### config.mk
export PLATFORM = sky130hd
export DESIGN_NAME = register_file
export DESIGN_NICKNAME = d
export VERILOG_FILES = /design/src/rtl/regfile_pkg.sv /design/src/rtl/regfile_read_port.sv /design/src/rtl/register_file.sv
export SDC_FILE = /design/constraint.sdc
export NUM_CORES = 2
export LEC_CHECK = 0
export ABC_CLOCK_PERIOD_IN_PS = 6480
export CAP_MARGIN = 30
export CORE_UTILIZATION = 25
export CTS_CLUSTER_DIAMETER = 30
export DETAILED_ROUTE_END_ITERATION = 10
export PLACE_DENSITY_LB_ADDON = 0.05
export SYNTH_ARGS = -nofsm -noshare
export SYNTH_HDL_FRONTEND = slang
export SYNTH_HIERARCHICAL = 1
export SYNTH_SLANG_ARGS = --single-unit
### constraint.sdc
create_clock -name clk -period 6.48 [get_ports clk]
set_clock_uncertainty 0.1 [all_clocks]
set_input_delay 1.296 -clock clk [delete_from_list [all_inputs] [get_ports clk]]
set_output_delay 1.296 -clock clk [all_outputs]
set_load 0.01 [all_outputs]
### src/rtl/regfile_pkg.sv
// Shared constants for the RV32I integer register file.
package regfile_pkg;

  localparam int unsigned REGFILE_DATA_WIDTH = 32;
  localparam int unsigned REGFILE_ADDR_WIDTH = 5;
  localparam int unsigned NUM_REGS           = 2**REGFILE_ADDR_WIDTH;
  localparam int unsigned ZERO_REG           = 0;

  function automatic int unsigned num_regs_for(input int unsigned addr_width);
    return 2**addr_width;
  endfunction

endpackage

### src/rtl/regfile_read_port.sv
// Combinational read port: array mux with x0 forced to zero and an optional
// write-through bypass compare (bypass enable supplied by the parent).
module regfile_read_port
  import regfile_pkg::*;
#(
  parameter int unsigned DATA_WIDTH = REGFILE_DATA_WIDTH,
  parameter int unsigned ADDR_WIDTH = REGFILE_ADDR_WIDTH
) (
  input  logic [(2**ADDR_WIDTH)-1:1][DATA_WIDTH-1:0] regs,
  input  logic [ADDR_WIDTH-1:0]                      addr,
  input  logic                                       byp_en,
  input  logic [ADDR_WIDTH-1:0]                      byp_addr,
  input  logic [DATA_WIDTH-1:0]                      byp_data,
  output logic [DATA_WIDTH-1:0]                      rdata
);

  localparam int unsigned NREGS = num_regs_for(ADDR_WIDTH);

  always_comb begin
    rdata = '0;
    if (addr != ADDR_WIDTH'(ZERO_REG)) begin
      if (byp_en && (addr == byp_addr)) begin
        rdata = byp_data;
      end else begin
        for (int unsigned i = 1; i < NREGS; i++) begin
          if (addr == ADDR_WIDTH'(i)) rdata = regs[i];
        end
      end
    end
  end

endmodule

### src/rtl/register_file.sv
// RV32I integer register file: x0 hardwired to zero, two operand read ports,
// one debug read port, one synchronous write port.
// Optional macro REGFILE_BYPASS_EN enables same-cycle write-through forwarding.
module register_file
  import regfile_pkg::*;
#(
  parameter int unsigned DATA_WIDTH = REGFILE_DATA_WIDTH,
  parameter int unsigned ADDR_WIDTH = REGFILE_ADDR_WIDTH
) (
  input  logic                  clk,
  input  logic                  reset,
  input  logic                  we3,
  input  logic [ADDR_WIDTH-1:0] wa3,
  input  logic [DATA_WIDTH-1:0] wd3,
  input  logic [ADDR_WIDTH-1:0] ra1,
  input  logic [ADDR_WIDTH-1:0] ra2,
  output logic [DATA_WIDTH-1:0] rd1,
  output logic [DATA_WIDTH-1:0] rd2,
  input  logic [ADDR_WIDTH-1:0] dbg_addr,
  output logic [DATA_WIDTH-1:0] dbg_data
);

  localparam int unsigned NREGS = num_regs_for(ADDR_WIDTH);

  // Storage starts at x1; x0 has no flops.
  logic [NREGS-1:1][DATA_WIDTH-1:0] regs;
  logic                             byp_en;

  always_ff @(posedge clk) begin
    if (reset) begin
      regs <= '0;
    end else begin
      for (int unsigned i = 1; i < NREGS; i++) begin
        if (we3 && (wa3 == ADDR_WIDTH'(i))) regs[i] <= wd3;
      end
    end
  end

`ifdef REGFILE_BYPASS_EN
  assign byp_en = we3 && (wa3 != ADDR_WIDTH'(ZERO_REG)) && !reset;
`else
  assign byp_en = 1'b0;
`endif

  regfile_read_port #(.DATA_WIDTH(DATA_WIDTH), .ADDR_WIDTH(ADDR_WIDTH)) u_rp1 (
    .regs     (regs),
    .addr     (ra1),
    .byp_en   (byp_en),
    .byp_addr (wa3),
    .byp_data (wd3),
    .rdata    (rd1)
  );

  regfile_read_port #(.DATA_WIDTH(DATA_WIDTH), .ADDR_WIDTH(ADDR_WIDTH)) u_rp2 (
    .regs     (regs),
    .addr     (ra2),
    .byp_en   (byp_en),
    .byp_addr (wa3),
    .byp_data (wd3),
    .rdata    (rd2)
  );

  regfile_read_port #(.DATA_WIDTH(DATA_WIDTH), .ADDR_WIDTH(ADDR_WIDTH)) u_rp_dbg (
    .regs     (regs),
    .addr     (dbg_addr),
    .byp_en   (byp_en),
    .byp_addr (wa3),
    .byp_data (wd3),
    .rdata    (dbg_data)
  );

endmodule

Word level (Yosys, flattened, before mapping) --
Cells that the tools add are included.
Storage, ports and cells: flip-flop bits (word level) 992, output and inout bits 96
Operators by class: eq/ne operators 124, muxes and demuxes 96, reductions and logical operators 34
Operator list (number):
- $mux W32 | 96
- $eq A5 B5 Y1 const B | 64
- $eq A5 B4 Y1 const B | 32
- $eq A5 B3 Y1 const B | 16
- $eq A5 B2 Y1 const B | 8
- $logic_and A1 B1 Y1 | 31
- $eq A5 B1 Y1 const B | 4
- $reduce_bool A5 Y1 | 3

Logic depth before layout (Yosys ltp) --
depth after elaboration 33, mapped depth 11

Hierarchy --
The synthesis kept the hierarchy.
By module, submodules not included:
- register_file | times used 1, cells an instance 3366, area an instance 38252.9 sq um, sequential area each 19859.0 sq um
- regfile_read_port | times used 3, cells an instance 1251, area an instance 8201.6 sq um, sequential area each 0.0 sq um

Worst setup path after synthesis --
OpenSTA, ideal clock, no wires.
kind input-to-output, start input port dbg_addr[0], end output port dbg_data[25], arrival 2.993 ns, path slack 2.091 ns, cell stages on the path 10, buffers on the path 4, path through buf_4 > or2_4 > buf_6 > nor2_2 > buf_2 > buf_2 > a22oi_1 > nand4_1 > nor3_1 > o32ai_1
Between the ends: cells in the longest elaborated chain, start to end 33
RTL lines:
- start: declaration | line register_file.sv:19 | input logic [ADDR_WIDTH-1:0] dbg_addr,
- $eq A5 B1 Y1 | line regfile_read_port.sv:26 | if (addr == ADDR_WIDTH'(i)) rdata = regs[i];
- $mux W32 (31 in a row) | line regfile_read_port.sv:26
- $mux W32 (*) | line regfile_read_port.sv:21 | if (addr != ADDR_WIDTH'(ZERO_REG)) begin
- end: declaration | line register_file.sv:20 | output logic [DATA_WIDTH-1:0] dbg_data
Mark *: on every way between the ends. The rest lies on a longest branch, timed or not.

Final worst setup path --
start input port ra1[0], end output port rd1[7]
Between the ends: cells in the longest elaborated chain, start to end 33
RTL lines:
- start: declaration | line register_file.sv:15 | input logic [ADDR_WIDTH-1:0] ra1,
- $eq A5 B1 Y1 | line regfile_read_port.sv:26
- $mux W32 (31 in a row) | line regfile_read_port.sv:26
- $mux W32 (*) | line regfile_read_port.sv:21
- end: declaration | line register_file.sv:17 | output logic [DATA_WIDTH-1:0] rd1,
Marked as above.

==> results.toml <==
[floorplanning]
core_region_area_um2 = 249300
core.rowCount = 183
initial_core_util = 0.2521
die_w_um = 503.4
ioPinCount = 151
die_area_um2 = 253400
fp.dieH_um = 503.4

[setup_path]
critPathKind = "primary input to output port"
cp.required_ps = 5080
crit_path_end_kind = "output port"
start_kind = "primary input"
arrival_ps = 5130
path_max_fanout = 25

[cells_and_area]
top_regs = "regs x992"
regMostFlops = "regs"
final_cell_mix = "mux2i_1, nand2b_1, dfxtp_1"
drive_gt1_frac = 0.2002
fin_area_um2 = 84600
nets = 7757
final_common_cell = "mux2i_1"
largest_register_ffs = 992
area.growth.synth_to_final_pct = 34.59
fin_util = 0.3393

[drt]
routed_wirelength_um = 506800
drt-wirelength-per-cell_um = 44.80
firstDrtPassIters = 8
drt_iter0_drc = 9697
ant_nets = 0
drc = 0
vias = 69406
viasPerCell = 6.135

[sta]
max_freq_mhz = 153.2
period_minus_slack_ps = 6526
worst_pin_slew_ps = 3377
fin_crit_sh = 1.007
hold_slack_ps = 397.3
finalSetupViolCount = 5
final_hold_viol_count = 0
slew_violations = 225
rsz0062_at_grt = "false"
layout_setup_ws_ps = -46.08
slew_headroom = -1.251

[global_routing]
antenna_found_initial = 45
grt_pass1_wl_um = 651000
track_usage = 0.3871
gr-total-overflow = 0
grt_max_degree = 164
grt_pass1_vias = 64771

[yosys]
synth_top_flop_cell = "dfxtp_1"
async_reset_ff_frac = 0
synth_edf_count = 0
synth_warnings = 6
synthDistinctLibCells = 82
yosys_register_bits = 992
synth_area_um2 = 62860
yosysSeqAreaShare = 0.3159
synth_cells = 7119
avgSynthCellArea_um2 = 8.830

[placed_design]
place_congestion = 1.027
port_buffers = 150
dpl.hpwl_um = 367000
placed_area_um2 = 72560

[cts]
numCtsBuffers = 359
clockBufferDepth = 4
cts_hold_buf = 0
clock_sinks = 992
clkLatencyLatePin_ps = 970
h-tree-depth = 5
cts_tree = "yes"
clk_root_buffer_cell = "clkbuf_16"
clk_pin_slew_ps = 40

[status]
violations = "max-slew violations, negative setup slack"
status = "complete, but fails checks"

[run]
cap_violations = 0

[pwr]
power.density_nw_per_um2 = 301.8
leakage_uw = 0.03692
p_total_uw = 25530
peakVddDrop_mv = 0.3196

[min_path]
hp-class = "register to register"
==> where the power goes <==
part	switching [µW]	internal, µW	total (µW)
sequential	64.5	6180	6240
clock	4920	12100	17000
combinational	1600	706	2310
==> per-stage QoR <==
step           std cells  setup WS [ps]  setup TNS [ps]
4_1_cts            11291          30.75               0
5_1_grt            11299          30.20               0
3_3_place_gp       10651         -185.3          -473.8
2_1_floorplan       7124           2091               0
6_report           11313         -46.08          -128.6
3_5_place_dp       10660         -136.7          -275.2
==> layout make-up <==
class / instances / area, µm²
Tap cell: 3330 / 4167
Multi-Input combinational cell: 5389 / 39560
Timing Repair Buffer: 942 / 9030
Inverter: 18 / 67.56
Fill cell: 25513 / 164700
Antenna cell: 17 / 42.54
Clock inverter: 124 / 1508
Clock buffer: 501 / 10370
Sequential cell: 992 / 19860
==> what timing repair did <==
item / in CTS / in global routing
pin swaps: 1 / 1
gates resized for setup: 2 / 2
setup endpoints to repair: 3 / 3
buffers inserted: 6 / 5
==> kinds of logic after synthesis <==
| kind of cell | after synthesis | share of synthesized area |
|---|---|---|
| and+or+nand+nor | 2150 | 0.1984 |
| AOI/OAI and AO/OA | 2046 | 0.2315 |
| muxes | 1172 | 0.1874 |
| DFF | 992 | 0.3159 |
| buffers and inverters | 743 | 0.06455 |
| xor gates and xnor gates | 15 | 0.002090 |
| other | 1 | 0.00005966 |
==> cells in the mapped netlist, types with 27 or more instances <==
master    number  area (µm²)
a31oi_1       33       206.5
a21oi_1      381        1907
clkbuf_1     310        1164
o21ai_0      258        1291
dfxtp_1      992       19860
nor2_4        27       304.0
mux2i_1     1142       11430
a22o_1       159        1393
nand2_2       28       175.2
nand2b_1    1048        6556
nand4_1      129       807.0
buf_2        210        1051
o221ai_1      54       473.0
nand3_1      111       555.5
a32oi_1       45       394.1
nor2b_1       41       256.5
nor4_1        30       187.7
nor2_1       261       979.7
buf_6         83       934.7
a211oi_1      45       337.8
buf_4        101       758.2
a221oi_1     165        1445
o211ai_1      63       473.0
a22oi_1      492        3694
nor3_1        57       285.3
o22ai_1       84       525.5
nand2_1      242       908.4
o32ai_1       36       315.3
a222oi_1      33       330.3
and3_1        45       281.5
==> path summary, 6_finish.rpt <==
path | start | end | slack, ps | depth (start not counted)
hold / removal | regs[937] | regs[937] | 400 | 2
hold reg to reg | regs[937] | regs[937] | 400 | 2
setup reg to reg | regs[743] | regs[743] | 5340 | 2
setup / recovery | ra1[0] | rd1[7] | -50 | 13
==> worst max-delay path, cell delays in order <==
cell and delay, ps:
buf_4 390, buf_4 350, inv_2 200, buf_4 310, and2_1 200, o21ai_0 410, buf_4 200, nand3_1 70
a31o_1 310, a211oi_1 560, buf_4 220, nor2_1 50, clkdlybuf4s50_1 530
==> per-layer routing <==
| layer | up-vias | share of wire | global-route usage |
|---|---|---|---|
| met1 | 35481 | 0.44 | 0.5230 |
| li1 | 28037 | - | - |
| met4 | 23 | 0.060 | 0.2095 |
| met2 | 4737 | 0.41 | 0.5557 |
| met5 | - | 0.00056 | 0.004187 |
| met3 | 1128 | 0.094 | 0.1005 |
Note: power is estimated with default switching activity, not from simulation.
